[config.mk]
export PLATFORM = sky130hd
export DESIGN_NAME = arm_ctrl_decoder
export DESIGN_NICKNAME = d
export VERILOG_FILES = /design/src/rtl/arm_ctrl_decoder.sv
export SDC_FILE = /design/constraint.sdc
export NUM_CORES = 1
export LEC_CHECK = 0
export ABC_CLOCK_PERIOD_IN_PS = 1300
export CAP_MARGIN = 20
export CORE_UTILIZATION = 35
export CTS_CLUSTER_DIAMETER = 80
export DETAILED_ROUTE_END_ITERATION = 10
export PLACE_DENSITY = 0.71
export SYNTH_ARGS = -nofsm -noshare
export SYNTH_HDL_FRONTEND = slang
export SYNTH_SLANG_ARGS = --single-unit
export TNS_END_PERCENT = 50
[constraint.sdc]
create_clock -name clk -period 1.3 [get_ports clk]
set_input_delay 0.325 -clock clk [delete_from_list [all_inputs] [get_ports clk]]
set_output_delay 0.325 -clock clk [all_outputs]
set_load 0.01 [all_outputs]
[src/rtl/arm_ctrl_decoder.sv]
// ---------------------------------------------------------------------------
// arm_ctrl_decoder
//   Fetch/decode stage in front of the 8-bit ARM datapath. Decodes the 24-bit
//   instruction word at the current PC into registered datapath controls and
//   sequences external interrupts (edge detect, pending latch, enable flag,
//   vector CALL injection).
//
//   Optional feature macro: ARM_DEC_ILLEGAL_TRAP_EN
//     defined   : opcodes E/F inject a CALL to TRAP_VEC regardless of ie
//     undefined : opcodes E/F decode as NOP
//
// Ports
//   clk        in   1   system clock, rising edge
//   rst        in   1   synchronous reset, active-high
//   PC         in   8   current program counter from the datapath
//   instr      in  24   instruction word fetched from imem_addr
//   eint       in   1   external interrupt request (rising edge is the event)
//   imem_addr  out  8   program memory address (combinational copy of PC)
//   Literal    out  8   immediate / jump target
//   Addr       out  6   register operand address
//   calu       out  6   ALU operation
//   cpc        out  2   PC select: 0 load Literal, 1 PC+1, 2 skip-if-not-zero
//   csrc       out  2   register write source: 0 IN, 1 Literal, 2 MOV, 3 ALU/stack
//   cmsrc      out  3   MOV/stack mux select
//   wr_en      out  1   register file write enable
//   cal/ret/pop/push out 1 each  single-cycle stack strobes
//   ie         out  1   interrupt-enable flag
// ---------------------------------------------------------------------------
module arm_ctrl_decoder #(
  parameter logic [7:0] INT_VEC = 8'hF0
`ifdef ARM_DEC_ILLEGAL_TRAP_EN
  , parameter logic [7:0] TRAP_VEC = 8'hF8
`endif
) (
  input  logic        clk,
  input  logic        rst,
  input  logic [7:0]  PC,
  input  logic [23:0] instr,
  input  logic        eint,
  output logic [7:0]  imem_addr,
  output logic [7:0]  Literal,
  output logic [5:0]  Addr,
  output logic [5:0]  calu,
  output logic [1:0]  cpc,
  output logic [1:0]  csrc,
  output logic [2:0]  cmsrc,
  output logic        wr_en,
  output logic        cal,
  output logic        ret,
  output logic        pop,
  output logic        push,
  output logic        ie
);

  typedef enum logic [1:0] {
    ST_RST = 2'd0,
    ST_RUN = 2'd1,
    ST_INT = 2'd2
  } state_t;

  typedef enum logic [3:0] {
    OP_NOP  = 4'h0,
    OP_IN   = 4'h1,
    OP_LDI  = 4'h2,
    OP_MOV  = 4'h3,
    OP_ALU  = 4'h4,
    OP_JMP  = 4'h5,
    OP_CALL = 4'h6,
    OP_RET  = 4'h7,
    OP_PUSH = 4'h8,
    OP_POP  = 4'h9,
    OP_SKNE = 4'hA,
    OP_RETI = 4'hB,
    OP_EI   = 4'hC,
    OP_DI   = 4'hD,
    OP_UD_E = 4'hE,
    OP_UD_F = 4'hF
  } opcode_t;

  localparam logic [1:0] CPC_LIT  = 2'd0;
  localparam logic [1:0] CPC_INC  = 2'd1;
  localparam logic [1:0] CPC_SKIP = 2'd2;

  localparam logic [1:0] SRC_IN  = 2'd0;
  localparam logic [1:0] SRC_LIT = 2'd1;
  localparam logic [1:0] SRC_MOV = 2'd2;
  localparam logic [1:0] SRC_ALU = 2'd3;

  typedef struct packed {
    logic [7:0] literal;
    logic [5:0] addr;
    logic [5:0] calu;
    logic [1:0] cpc;
    logic [1:0] csrc;
    logic [2:0] cmsrc;
    logic       wr_en;
    logic       cal;
    logic       ret;
    logic       pop;
    logic       push;
  } ctrl_t;

  localparam ctrl_t CTRL_RESET = '{
    literal: 8'h00, addr: 6'h00, calu: 6'h00, cpc: CPC_INC, csrc: SRC_IN,
    cmsrc: 3'd0, wr_en: 1'b0, cal: 1'b0, ret: 1'b0, pop: 1'b0, push: 1'b0
  };

  state_t  state_q, state_d;
  ctrl_t   ctrl_q, ctrl_d;
  ctrl_t   nop_ctrl, dec_ctrl, int_ctrl;
  logic    ie_q, ie_d, dec_ie;
  logic    pend_q, pend_d;
  logic    eint_q;
  logic    rise, boundary, take;
  opcode_t opcode;

  assign imem_addr = PC;
  assign opcode    = opcode_t'(instr[23:20]);

  // Default field values shared by every opcode.
  always_comb begin
    nop_ctrl         = CTRL_RESET;
    nop_ctrl.literal = instr[7:0];
    nop_ctrl.addr    = instr[19:14];
  end

  // Injected vector CALL; the boundary instruction is not decoded so the
  // datapath pushes its PC and RETI resumes it.
  always_comb begin
    int_ctrl         = nop_ctrl;
    int_ctrl.literal = INT_VEC;
    int_ctrl.cpc     = CPC_LIT;
    int_ctrl.cal     = 1'b1;
  end

  // Plain instruction decode, independent of interrupt sequencing.
  // NOTE: every signal written here gets a default first so no latch is inferred.
  always_comb begin
    dec_ctrl = nop_ctrl;
    dec_ie   = ie_q;
    unique case (opcode)
      OP_NOP: ;
      OP_IN: begin
        dec_ctrl.csrc  = SRC_IN;
        dec_ctrl.wr_en = 1'b1;
      end
      OP_LDI: begin
        dec_ctrl.csrc  = SRC_LIT;
        dec_ctrl.wr_en = 1'b1;
      end
      OP_MOV: begin
        dec_ctrl.csrc  = SRC_MOV;
        dec_ctrl.cmsrc = instr[10:8];
        dec_ctrl.wr_en = 1'b1;
      end
      OP_ALU: begin
        dec_ctrl.csrc  = SRC_ALU;
        dec_ctrl.calu  = instr[13:8];
        dec_ctrl.wr_en = 1'b1;
      end
      OP_JMP: dec_ctrl.cpc = CPC_LIT;
      OP_CALL: begin
        dec_ctrl.cpc = CPC_LIT;
        dec_ctrl.cal = 1'b1;
      end
      OP_RET: begin
        dec_ctrl.cpc = CPC_LIT;
        dec_ctrl.ret = 1'b1;
      end
      OP_PUSH: begin
        dec_ctrl.push = 1'b1;
        dec_ctrl.calu = instr[13:8];
      end
      OP_POP: begin
        dec_ctrl.pop   = 1'b1;
        dec_ctrl.csrc  = SRC_ALU;
        dec_ctrl.cmsrc = 3'd7;
        dec_ctrl.wr_en = 1'b1;
      end
      OP_SKNE: dec_ctrl.cpc = CPC_SKIP;
      OP_RETI: begin
        dec_ctrl.cpc = CPC_LIT;
        dec_ctrl.ret = 1'b1;
        dec_ie       = 1'b1;
      end
      OP_EI: dec_ie = 1'b1;
      OP_DI: dec_ie = 1'b0;
      OP_UD_E, OP_UD_F: begin
`ifdef ARM_DEC_ILLEGAL_TRAP_EN
        dec_ctrl.literal = TRAP_VEC;
        dec_ctrl.cpc     = CPC_LIT;
        dec_ctrl.cal     = 1'b1;
`endif
      end
      default: ;
    endcase
  end

  // A rising edge can be accepted in the same cycle it is seen; otherwise it
  // waits in pend. The cycle after any emitted PC load (JMP/CALL/RET/RETI,
  // trap or injection) is not an instruction boundary.
  assign rise     = eint & ~eint_q;
  assign boundary = (ctrl_q.cpc != CPC_LIT);
  assign take     = (state_q == ST_RUN) & boundary & ie_q & (pend_q | rise);

  // Next-state and next-control logic.
  always_comb begin
    state_d = state_q;
    ctrl_d  = dec_ctrl;
    ie_d    = ie_q;
    pend_d  = pend_q | rise;
    unique case (state_q)
      ST_RST: begin
        ctrl_d  = nop_ctrl;
        state_d = ST_RUN;
      end
      ST_RUN: begin
        if (take) begin
          // Acceptance overrides whatever the boundary instruction (even DI) asked for.
          ctrl_d  = int_ctrl;
          ie_d    = 1'b0;
          pend_d  = 1'b0;
          state_d = ST_INT;
        end else begin
          ie_d = dec_ie;
        end
      end
      ST_INT: begin
        ie_d    = dec_ie;
        state_d = ST_RUN;
      end
      default: begin
        ctrl_d  = CTRL_RESET;
        state_d = ST_RST;
      end
    endcase
  end

  // NOTE: sequential state uses non-blocking assignments so all registers
  // update together from values sampled before the edge.
  always_ff @(posedge clk) begin
    if (rst) begin
      state_q <= ST_RST;
      ctrl_q  <= CTRL_RESET;
      ie_q    <= 1'b0;
      pend_q  <= 1'b0;
      eint_q  <= 1'b0;
    end else begin
      state_q <= state_d;
      ctrl_q  <= ctrl_d;
      ie_q    <= ie_d;
      pend_q  <= pend_d;
      eint_q  <= eint;
    end
  end

  assign Literal = ctrl_q.literal;
  assign Addr    = ctrl_q.addr;
  assign calu    = ctrl_q.calu;
  assign cpc     = ctrl_q.cpc;
  assign csrc    = ctrl_q.csrc;
  assign cmsrc   = ctrl_q.cmsrc;
  assign wr_en   = ctrl_q.wr_en;
  assign cal     = ctrl_q.cal;
  assign ret     = ctrl_q.ret;
  assign pop     = ctrl_q.pop;
  assign push    = ctrl_q.push;
  assign ie      = ie_q;

endmodule
* After elaboration in Yosys (flattened, before gate mapping)
Cells that the tools add are included.
Operators by class: equal/unequal tests 16, muxes and demuxes 18, bitwise operators 6, reductions and logical operators 10
Operator list (count):
- one-hot mux 32 bit (3 select lines) | 1
- 2-to-1 mux 32 bit | 1
- == test 4 bit (second input constant) | 6
- == test 4 x 3 -> 1 bit (second input constant) | 4
- OR reduction 2 bit | 5
- == test 4 x 2 -> 1 bit (second input constant) | 2
- 2-to-1 mux 1 bit | 8
- one-hot mux 2 bit (2 select lines) | 2
- 2-to-1 mux 6 bit | 1
- one-hot mux 2 bit (3 select lines) | 1
- one-hot mux 3 bit (2 select lines) | 1
- OR reduction 5 bit | 1
- AND 1 bit | 4
- == test 4 x 1 -> 1 bit (second input constant) | 1
- one-hot mux 1 bit (2 select lines) | 2
- nonzero test 2 bit | 2
- OR reduction 4 bit | 1
- == test 2 x 1 -> 1 bit (second input constant) | 1
- == test 2 bit (second input constant) | 1
- logical NOT 2 bit | 1
- 2-to-1 mux 2 bit | 1
- != test 2 bit (second input constant) | 1
- NOT 1 bit | 1
- bitwise OR 1 bit | 1
Word-level totals: register bits after elaboration 37, bits of input ports 35, output and inout bits 41, logic and storage cells 65

* Longest topological paths before layout
Gate-level depths: netlist (run 1).
word-level depth 6, depth in mapped cells 6, mapped depth without buffers 6

* Least setup slack after synthesis (run 1)
Ideal clock, no wire load.
path type flip-flop to flip-flop, start reg ie_q (netlist: ie), end reg ctrl_q, in the netlist cpc[0], setup time 0.120 ns, arrival time 1.327 ns, data required time 1.180 ns, setup slack -0.147 ns, cell stages (with the launch flop) 5, buffers on the path 0, period minus slack after synthesis 1.447 ns, cells stage by stage dfxtp_1 > o21a_2 > a21bo_4 > or3_1 > a211o_1
On the way: word-level cells in the longest chain between the ends 4
RTL lines:
- from (decl) | RTL line 111 | logic ie_q, ie_d, dec_ie;
- from (signal assigned) | RTL line 251 | ie_q <= ie_d;
- AND 1 bit (2 in series) | RTL line 204 | assign take = (state_q == ST_RUN) & boundary & ie_q & (pend_q | rise);
- 2-to-1 mux 32 bit | RTL line 218 | if (take) begin
- one-hot mux 32 bit (3 select lines) | RTL line 212 | unique case (state_q)
- to (signal assigned) | RTL line 250 | ctrl_q <= ctrl_d;
- to (decl) | RTL line 109 | ctrl_t ctrl_q, ctrl_d;
No other way between the ends. A chain may end at the register's enable or synchronous reset.

* Worst setup path after layout (run 1)
start reg state_q[1], end reg ctrl_q, in the netlist cpc[0]
On the way: word-level cells in the longest chain between the ends 6, elaborated cells on any way between the ends 8, those cells by class eq/ne: 2; mux: 2; bitwise: 3; reduce/logical: 1
RTL lines:
- from (decl) | RTL line 108 | state_t state_q, state_d;
- from (signal assigned) | RTL line 249 | state_q <= state_d;
- == test 2 x 1 -> 1 bit | RTL line 204, 212
- AND 1 bit (3 in series) | RTL line 204
- 2-to-1 mux 32 bit | RTL line 218
- one-hot mux 32 bit (3 select lines) (*) | RTL line 212
Every way passes the cells marked *; elsewhere a longest branch is shown, timed or not.

==> key figures, run 1 <==
Synthesis
  – Share of the synthesized area in the top cell type: 50.6%
  – EDFF count, synth: 0
  – Ys flop type: dfxtp_1
  – Distinct cells, synth: 38
  – Post-Syn Nets: 190
  – Yosys top cell by area: dfxtp_1
  – Seq/Total Area, Yosys: 50.6%
  – #FFs+latches synth: 37
  – Synth warn: 0
  – Syn Inst Count: 150
  – Asr flop ratio synth: 0%
  – Top cells by area, synth: dfxtp_1 51%, and2_1 5.1%, ha_1 4.3%, buf_4 4.1%, a21oi_1 3.8%
  – Most frequent cell after synthesis: dfxtp_1
  – Mapped Area: 0.00146 sq mm
  – Most frequent cells after synthesis: 37 x dfxtp_1, 12 x and2_1, 11 x a21oi_1
  – Syn avg cell area: 9.76 sq um

Route
  – DRT antenna net count: 0
  – Drt pass-1 iters: 4
  – First DRT Iteration DRCs: 52
  – Via density: 4.69
  – WL per Instance: 12.6 um
  – WL final: 3690 um
  – # DRC: 0
  – Total number of vias: 1375

Placed design
  – Dpl cell area: 0.00234 sq mm
  – Final HPWL DP: 2520 um
  – Port Buffers: 59
  – Placed Cells: 283
  – Dpl ws: -0.518 ns
  – GPL Wtd Cong: 0.849

STA
  – Final Setup Violations: 25
  – Setup ws final: -0.130 ns
  – Final hold slack: 0.465 ns
  – Setup TNS: -1.15 ns
  – Worst rel slew slack: 81.4%
  – Unrepaired setup endpoints after global routing: yes
  – Final Skew: 0.00346 ns
  – Minimum clock period: 1.43 ns
  – Final period util: 110%
  – Least-Margin Pin Slew: 0.279 ns
  – Max Slew Vio Count: 0
  – Final Hold Vio Count: 0
  – Max Fclk: 699 MHz

Outcome
  – Status: complete, but fails checks
  – Failing checks: negative setup slack

Finish
  – Fin util: 64.3%
  – P&R area growth vs syn: 75.6%
  – Final non-filler cell total: 293
  – Post-route design area: 0.00257 sq mm
  – Layout cells sized above 1: 35.8%
  – Antenna Cells: 0
  – Final layout net count: 282

Die
  – Die Area: 0.00444 sq mm
  – Core ar.: 0.00400 sq mm
  – Starting Density: 36.6%
  – Number of I/O pins: 76
  – Die height: 66.7 um
  – Die width: 66.7 um
  – Row cnt: 23

Setup path
  – Reg2Reg Setup Slack: -0.13 ns
  – Worst Path Max Fanout: 4
  – Critical path, cell by cell: inv_2 -> ha_4 -> inv_1 -> or3_1 -> a211o_1
  – Arr. time, crit path: 1.61 ns
  – CP endpoint kind: flip-flop
  – Max stage delay on crit path: 0.37 ns
  – Startpoint types: flip-flop
  – CP required: 1.48 ns
  – Worst r2r path cells: 5
  – Critical setup path kind: flip-flop to flip-flop
  – CP max stage cell: dfxtp_4

Clock network
  – CTS tree: done
  – TritonCTS Buffers: 5
  – CTS Root Cell: clkbuf_8
  – # hold bufs at CTS: 0
  – Clock Pin Slew Worst Setup and Hold Paths: 0.07 ns
  – H-tree levels: 2
  – Clock Sinks: 37
  – Clk_lat worst skew: 0.29 ns
  – Max Root-Sink Buffers: 2

Worst hold path
  – WHS Path Cells: 2
  – HP Class: input pin to flip-flop

Global routing
  – Remaining Overflow, GRT: 0
  – Total Routing Usage GR: 16.8%
  – Vias in the first global route: 1230
  – Largest net degree at the start of global routing: 13
  – First-pass GRT wire length: 5490 um
  – Initial antenna violation count: 0

Power
  – Pwr per Cell Area: 1590 mW/mm^2
  – P_leak: 1.16 nW
  – Max IR drop VDD: 1.12 mV
  – Tot Pwr: 4.08 mW

Flow run
  – Max-Cap Viols: 0
-- sequential cells by signal, indices dropped and copies added (netlist names) --
register	count
cal	1
wr_en	1
cpc	2
cmsrc	3
pop	1
Literal	8
ret	1
Addr	6
state_q	2
calu	6
ie	1
csrc	2
pend_q	1
eint_q	1
push	1
-- area by class of cell --
| class | instances | area (sq um) |
|---|---|---|
| Sequential cell | 37 | 754 |
| Multi-Input combinational cell | 94 | 783 |
| Clock inverter | 3 | 16.3 |
| Inverter | 6 | 22.5 |
| Clock buffer | 5 | 68.8 |
| Fill cell | 333 | 1430 |
| Timing Repair Buffer | 98 | 863 |
| Tap cell | 50 | 62.6 |
-- path summary, 6_finish.rpt --
path,end,start
setup reg to reg,cpc[0],state_q[1]
hold reg to reg,pend_q,pend_q
setup / recovery,cpc[0],state_q[1]
hold / removal,eint_q,eint
-- routing by layer --
| layer | vias up | GRT usage, % | wire length (um) |
|---|---|---|---|
| li1 | 694 | - | - |
| met3 | 7 | 6.34 | 262 |
| met4 | 0 | 8.51 | 61 |
| met5 | - | 0 | 0 |
| met2 | 42 | 25.4 | 1690 |
| met1 | 632 | 20.6 | 1680 |
-- power by group --
group / leakage (nW) / internal, mW / switching (mW)
clock network: 0.0482 / 0.371 / 0.422
logic: 0.808 / 0.978 / 0.884
registers: 0.305 / 1.33 / 0.0904
-- repair_timing --
| item | CTS | global route |
|---|---|---|
| endpoints found under the hold margin | 0 | 0 |
| setup buffers | 1 | 2 |
| pin swaps | 10 | 21 |
| setup endpoints to repair | 69 | 36 |
| gates resized for setup | 56 | 37 |
| cloned | 0 | 0 |
-- critical path, delay by kind of cell (launching register included) --
family	cells	cell delay (ns)
buf+inv	2	0.15
compound gates	1	0.27
flops	1	0.37
simple gates	1	0.37
fa+ha+maj	1	0.15
-- kinds of logic after synthesis --
logic type	count (synthesis)	synth area share, %
simple gates	51	19.7
compound gates	37	17.7
flops	37	50.6
buf+inv	19	7.09
fa+ha+maj	5	4.27
xor+xnor	1	0.598
-- placed cells by master, fill, tap and decap left out, types with 5 or more instances in the layout --
cell type | netlist | final
nand2_1 | 7 | 7
and2_1 | 12 | 9
buf_4 | 8 | 34
clkdlybuf4s50_1 | 0 | 21
dlygate4sd2_1 | 0 | 33
nor2b_1 | 5 | 5
clkbuf_8 | 0 | 5
a21oi_1 | 11 | 10
o21ai_1 | 0 | 5
buf_6 | 0 | 7
dfxtp_1 | 37 | 32
Power figures use the tool's default switching activity.
==> inputs of run 2 (changes only) <==
- CORE_ASPECT_RATIO: unset -> 0.8
- CORE_MARGIN: unset -> 2
==> run 2 against run 1 <==
- the run still ends with negative setup slack left
- critical path type unchanged
- power down 2.3%
- worst setup slack gained 0.0031 ns
- wire length is 4.1% lower
- largest cell class unchanged
- non-clock buffer count is 2 higher
==> key figures, run 2 (synthesis results as in run 1) <==
Global routing
  – Total Routing Usage GR: 14.9% (-1.9 points)
  – First-pass GRT wire length: 5420 um (-1.3%)
  – Largest net degree at the start of global routing: 13 (unchanged)
  – Vias in the first global route: 1175 (-4.5%)
  – Initial antenna violation count: 0 (unchanged)
  – Remaining Overflow, GRT: 0 (unchanged)

STA
  – Least-Margin Pin Slew: 0.281 ns (+0.00192 ns)
  – Minimum clock period: 1.43 ns (-0.00309 ns)
  – Max Slew Vio Count: 0 (unchanged)
  – Setup ws final: -0.127 ns (+0.00309 ns)
  – Final period util: 110% (-0.24 points)
  – Final Skew: 0.00625 ns (+0.00279 ns)
  – Unrepaired setup endpoints after global routing: yes
  – Setup TNS: -1.31 ns (-0.158 ns)
  – Worst rel slew slack: 81.2% (-0.21 points)
  – Final Setup Violations: 29 (+16%)
  – Final Hold Vio Count: 0 (unchanged)
  – Max Fclk: 701 MHz (+0.22%)

Setup path
  – Worst r2r path cells: 4 (-1)
  – Worst Path Max Fanout: 7 (+3)
  – Worst R2R Start: ie
  – Reg2Reg Setup Slack: -0.13 ns (about the same)
  – Worst reg2reg path endpoint: cpc[0]
  – CP required: 1.48 ns (about the same)
  – Arr. time, crit path: 1.61 ns (about the same)
  – Critical setup path kind: flip-flop to flip-flop
  – Startpoint types: flip-flop
  – CP endpoint kind: flip-flop

Route
  – WL per Instance: 11.7 um (-7.0%)
  – Drt pass-1 iters: 4 (unchanged)
  – # DRC: 0 (unchanged)
  – WL final: 3540 um (-4.1%)
  – Total number of vias: 1366 (-0.65%)
  – DRT antenna net count: 0 (unchanged)
  – First DRT Iteration DRCs: 31 (-40%)
  – Via density: 4.52 (-3.6%)

Die
  – Number of I/O pins: 76 (unchanged)
  – Die width: 76.3 um (+14%)
  – Die Area: 0.00472 sq mm (+6.2%)
  – Core ar.: 0.00410 sq mm (+2.5%)
  – Row cnt: 21 (-8.7%)
  – Die height: 61.8 um (-7.2%)
  – Starting Density: 35.7% (-0.88 points)

Placed design
  – Dpl ws: -0.563 ns (-0.0455 ns)
  – Placed Cells: 293 (+3.5%)
  – Port Buffers: 59 (unchanged)
  – GPL Wtd Cong: 0.806 (-5.1%)
  – Dpl cell area: 0.00237 sq mm (+1.3%)
  – Final HPWL DP: 2580 um (+2.3%)

Outcome
  – Failing checks: negative setup slack
  – Status: complete, but fails checks

Clock network
  – Clk_lat worst skew: 0.29 ns (about the same)
  – Max Root-Sink Buffers: 2 (unchanged)
  – CTS tree: done
  – H-tree levels: 2 (unchanged)
  – Clock Pin Slew Worst Setup and Hold Paths: 0.08 ns (about the same)
  – TritonCTS Buffers: 5 (unchanged)
  – Clock Sinks: 37 (unchanged)
  – CTS Root Cell: clkbuf_8

Worst hold path
  – WHS Endpoint: eint_q
  – HP Class: input pin to flip-flop
  – HP Start: eint
  – WHS Path Cells: 2 (unchanged)

Finish
  – P&R area growth vs syn: 72.8%
  – Multi-input gate area: 719 sq um (-8.1%)
  – Post-route design area: 0.00253 sq mm (-1.6%)
  – Fillers: 369 (+11%)
  – Most frequent cells in the layout: 39 x buf_4, 33 x dlygate4sd2_1, 32 x dfxtp_1
  – Layout cells sized above 1: 31.4% (-4.4 points)
  – Final layout net count: 284 (+0.71%)
  – Antenna Cells: 0 (unchanged)
  – Final non-filler cell total: 302 (+3.1%)
  – Max FFs per register: 8 (unchanged)
  – FF/Latch Area: 754 sq um (unchanged)
  – Most common cell after layout, fill and taps aside: buf_4

Power
  – Max IR drop VDD: 0.725 mV (-35%)
  – Pwr per Cell Area: 1580 mW/mm^2 (-0.69%)
  – P_leak: 1.15 nW (-0.63%)

Flow run
  – Max-Cap Viols: 0 (unchanged)
run 2: cell count changes in the layout (fill, tap and decap cells not counted), moves of 2 or more:
cell	change
buf_4	+5
a221oi_2	-2
buf_6	-4
a221oi_1	+2
nor2_2	-4
nor2_1	+4
run 2: report_power, final:
part	total (mW)	switching, mW	internal [mW]
sequential	1.44	0.103	1.33
combinational	1.70	0.772	0.928
clock	0.850	0.421	0.430
run 2: per-layer routing:
metal  GRT usage (%)  wire length [um]
met4            6.23                31
met3            4.91               224
met1            18.8              1620
met2            24.0              1660
met5               0                 0
run 2: cell type report:
class	instances	share of cell area, %
Clock buffer	6	3.26
Clock inverter	2	0.544
Inverter	6	0.989
Multi-Input combinational cell	94	28.4
Sequential cell	37	29.8
Tap cell	57	2.82
Timing Repair Buffer	100	34.1
run 2: worst max path at each step:
stage,startpoint,end
after floorplan,ie,cpc[0]
after global placement,eint,cpc[0]
after detailed placement,eint,cpc[0]
after CTS,ie,cpc[0]
after global routing,state_q[0],cmsrc[0]
final,ie,cpc[0]
run 2: timing repair:
action                     CTS  global route
hold buffers                 0             0
pin swaps                   13             2
setup endpoints to repair   68            36
hold endpoints to repair     0             0
buffers inserted             1             0
gates resized for setup     61            14
run 2: per-stage QoR:
step	utilization, %	hold slack, ns	power [mW]
2_1_floorplan	-	0.388	2.12
3_3_place_gp	57.8	0.505	3.00
3_5_place_dp	57.8	0.512	3.02
4_1_cts	61.0	0.410	3.94
5_1_grt	61.7	0.443	4.24
6_report	61.7	0.411	3.99
run 2: worst max-delay path, cell delays in order (launching register included):
cell and delay, ns:
dfxtp_4 0.35, o21a_2 0.13, a21bo_4 0.25, or3_1 0.33
a211o_1 0.26
==> inputs of run 3 (changes only) <==
==> constraint.sdc (replaced) <==
create_clock -name clk -period 1.3 [get_ports clk]
set_input_delay 0.325 -clock clk [delete_from_list [all_inputs] [get_ports clk]]
set_output_delay 0.325 -clock clk [all_outputs]
set_load 0.005 [all_outputs]
==> run 3 against run 2 <==
- the flow still finishes with violations (negative setup slack)
- non-clock buffer count grew 1
- sequential power about the same
- clock-buffer cell count stayed put
- clock power shrank 5.1%
==> key figures, run 3 (synthesis results as in run 1) <==
Power
  – P_leak: 1.17 nW (+1.2%)
  – Max IR drop VDD: 0.676 mV (-6.7%)
  – Switch share: 31.9% (-0.55 points)
  – Clk pwr share: 19.6% (-1.7 points)
  – P_sw: 1.32 mW (+1.7%)
  – Reg power frac: 34.6% (-1.4 points)
  – Tot Pwr: 4.12 mW (+3.4%)
  – Pwr per Cell Area: 1560 mW/mm^2 (-0.87%)
  – P_int: 2.80 mW (+4.2%)
  – Combinational Power Share: 45.8% (+3.2 points)

Clock network
  – # hold bufs at CTS: 0 (unchanged)
  – Clock Pin Slew Worst Setup and Hold Paths: 0.07 ns (about the same)
  – TritonCTS Buffers: 5 (unchanged)
  – CTS tree: done
  – Clk_lat worst skew: 0.28 ns (about the same)
  – CTS Root Cell: clkbuf_8
  – H-tree levels: 2 (unchanged)
  – Clock Sinks: 37 (unchanged)
  – Max Root-Sink Buffers: 2 (unchanged)

Die
  – Core ar.: 0.00410 sq mm (unchanged)
  – Row cnt: 21 (unchanged)
  – Die Area: 0.00472 sq mm (unchanged)
  – Starting Density: 35.7% (unchanged)
  – Number of I/O pins: 76 (unchanged)
  – Die width: 76.3 um (unchanged)
  – Die height: 61.8 um (unchanged)

Route
  – DRT antenna net count: 0 (unchanged)
  – WL per Instance: 12.0 um (+2.3%)
  – Total number of vias: 1356 (-0.73%)
  – First DRT Iteration DRCs: 25 (-19%)
  – Via density: 4.49 (-0.73%)
  – # DRC: 0 (unchanged)
  – Drt pass-1 iters: 4 (unchanged)
  – WL final: 3620 um (+2.3%)

Global routing
  – First-pass GRT wire length: 5620 um (+3.7%)
  – Remaining Overflow, GRT: 0 (unchanged)
  – Largest net degree at the start of global routing: 12 (-1)
  – Total Routing Usage GR: 15.3% (+0.40 points)
  – Vias in the first global route: 1248 (+6.2%)
  – Initial antenna violation count: 0 (unchanged)

STA
  – Final Skew: 0.00220 ns (-0.00405 ns)
  – Final Setup Violations: 28 (-3.4%)
  – Final period util: 113% (+3.5 points)
  – Final hold slack: 0.406 ns (-0.00504 ns)
  – Max Fclk: 679 MHz (-3.1%)
  – Setup ws final: -0.173 ns (-0.0459 ns)
  – Unrepaired setup endpoints after global routing: yes
  – Max Slew Vio Count: 0 (unchanged)
  – Minimum clock period: 1.47 ns (+0.0459 ns)
  – Worst rel slew slack: 82.1% (+0.88 points)
  – Final Hold Vio Count: 0 (unchanged)
  – Least-Margin Pin Slew: 0.268 ns (-0.0131 ns)

Finish
  – Fin util: 64.4% (+2.7 points)
  – P&R area growth vs syn: 80.3%
  – Final layout net count: 285 (+0.35%)
  – Post-route design area: 0.00264 sq mm (+4.3%)
  – Multi-input gate area: 800 sq um (+11%)
  – Fillers: 362 (-1.9%)
  – Max FFs per register: 8 (unchanged)
  – FF/Latch Area: 752 sq um (-0.33%)
  – Antenna Cells: 0 (unchanged)
  – Most frequent cells in the layout: 32 x dfxtp_1, 32 x dlygate4sd2_1, 32 x buf_4
  – Layout cells sized above 1: 35.9% (+4.5 points)

Placed design
  – Final HPWL DP: 2500 um (-2.9%)
  – Dpl ws: -0.551 ns (+0.0123 ns)
  – Dpl cell area: 0.00234 sq mm (-1.2%)
  – GPL Wtd Cong: 0.735 (-8.8%)
  – Port Buffers: 59 (unchanged)

Worst hold path
  – HP Class: input pin to flip-flop

Setup path
  – Cell family with most CP delay: compound AO/OA/AOI/OAI gates
  – CP max stage cell: dfxtp_2
  – CP endpoint kind: flip-flop
  – CP required: 1.47 ns (about the same)
  – Startpoint types: flip-flop
  – Worst Path Max Fanout: 4 (-3)
  – Critical path, cell by cell: buf_6 -> o21a_4 -> a21bo_4 -> or3_1 -> a211o_1
  – CP bufs+invs: 1 (+1)
  – Max stage delay on crit path: 0.34 ns (about the same)
  – Critical setup path kind: flip-flop to flip-flop
  – Reg2Reg Setup Slack: -0.17 ns (-0.05 ns)
  – Arr. time, crit path: 1.64 ns (+0.03 ns)

Outcome
  – Failing checks: negative setup slack
  – Status: complete, but fails checks

Flow run
  – Max-Cap Viols: 0 (unchanged)
run 3: cell types whose count changed in the layout (fill, tap and decap cells not counted), sizes merged:
cell	previous run	this run
clkinvlp	0	1
clkinv	2	0
dlygate4sd2	33	32
clkbuf	6	7
clkdlybuf4s50	22	23
buf	43	42
clkdlybuf4s15	1	2
run 3: final cells by class:
class | count | share of cell area (%)
Sequential cell | 37 | 28.5
Timing Repair Buffer | 101 | 34.1
Inverter | 6 | 0.948
Tap cell | 57 | 2.70
Clock inverter | 1 | 0.284
Multi-Input combinational cell | 94 | 30.3
Clock buffer | 6 | 3.13
run 3: power by group through the flow:
| stage | clock network (mW) | logic [mW] | registers [mW] |
|---|---|---|---|
| 3_3_place_gp | 0 | 1.51 | 1.41 |
| 4_1_cts | 0.827 | 1.84 | 1.42 |
| 2_1_floorplan | 0 | 0.618 | 1.43 |
| 5_1_grt | 0.881 | 2.04 | 1.45 |
| 3_5_place_dp | 0 | 1.53 | 1.42 |
| 6_report | 0.807 | 1.89 | 1.43 |
run 3: path summary, 6_finish.rpt:
check / from / to / cells after the start
worst max register to register: ie / cpc[0] / 5
worst max-delay path: ie / cpc[0] / 5
worst min-delay path: eint / eint_q / 2
worst min register to register: pend_q / pend_q / 2
run 3: worst register-to-register path, stage by stage, from the launching register on:
cell,delay [ns]
dfxtp_2,0.34
buf_6,0.09
o21a_4,0.11
a21bo_4,0.24
or3_1,0.31
a211o_1,0.26
run 3: per-stage QoR:
| step | TNS [ns] | std cells |
|---|---|---|
| 6_report | -1.94 | 302 |
| 5_1_grt | -3.58 | 302 |
| 4_1_cts | -2.45 | 301 |
| 3_5_place_dp | -13.74 | 290 |
| 3_3_place_gp | -12.56 | 290 |
| 2_1_floorplan | -0.246 | 150 |
run 3: what timing repair did:
item,CTS,global route
setup endpoints to repair,68,36
resized for setup,83,12
pin swaps,6,12
setup buffers,5,1
endpoints found under the hold margin,0,0
run 3: routing by layer:
metal  GRT usage, %  up-vias  wire (um)
met5              0        -          0
met2           26.3       46       1720
met3           4.05        6        219
met4           7.27        0         57
met1           18.5      607       1620
li1               -      697          -
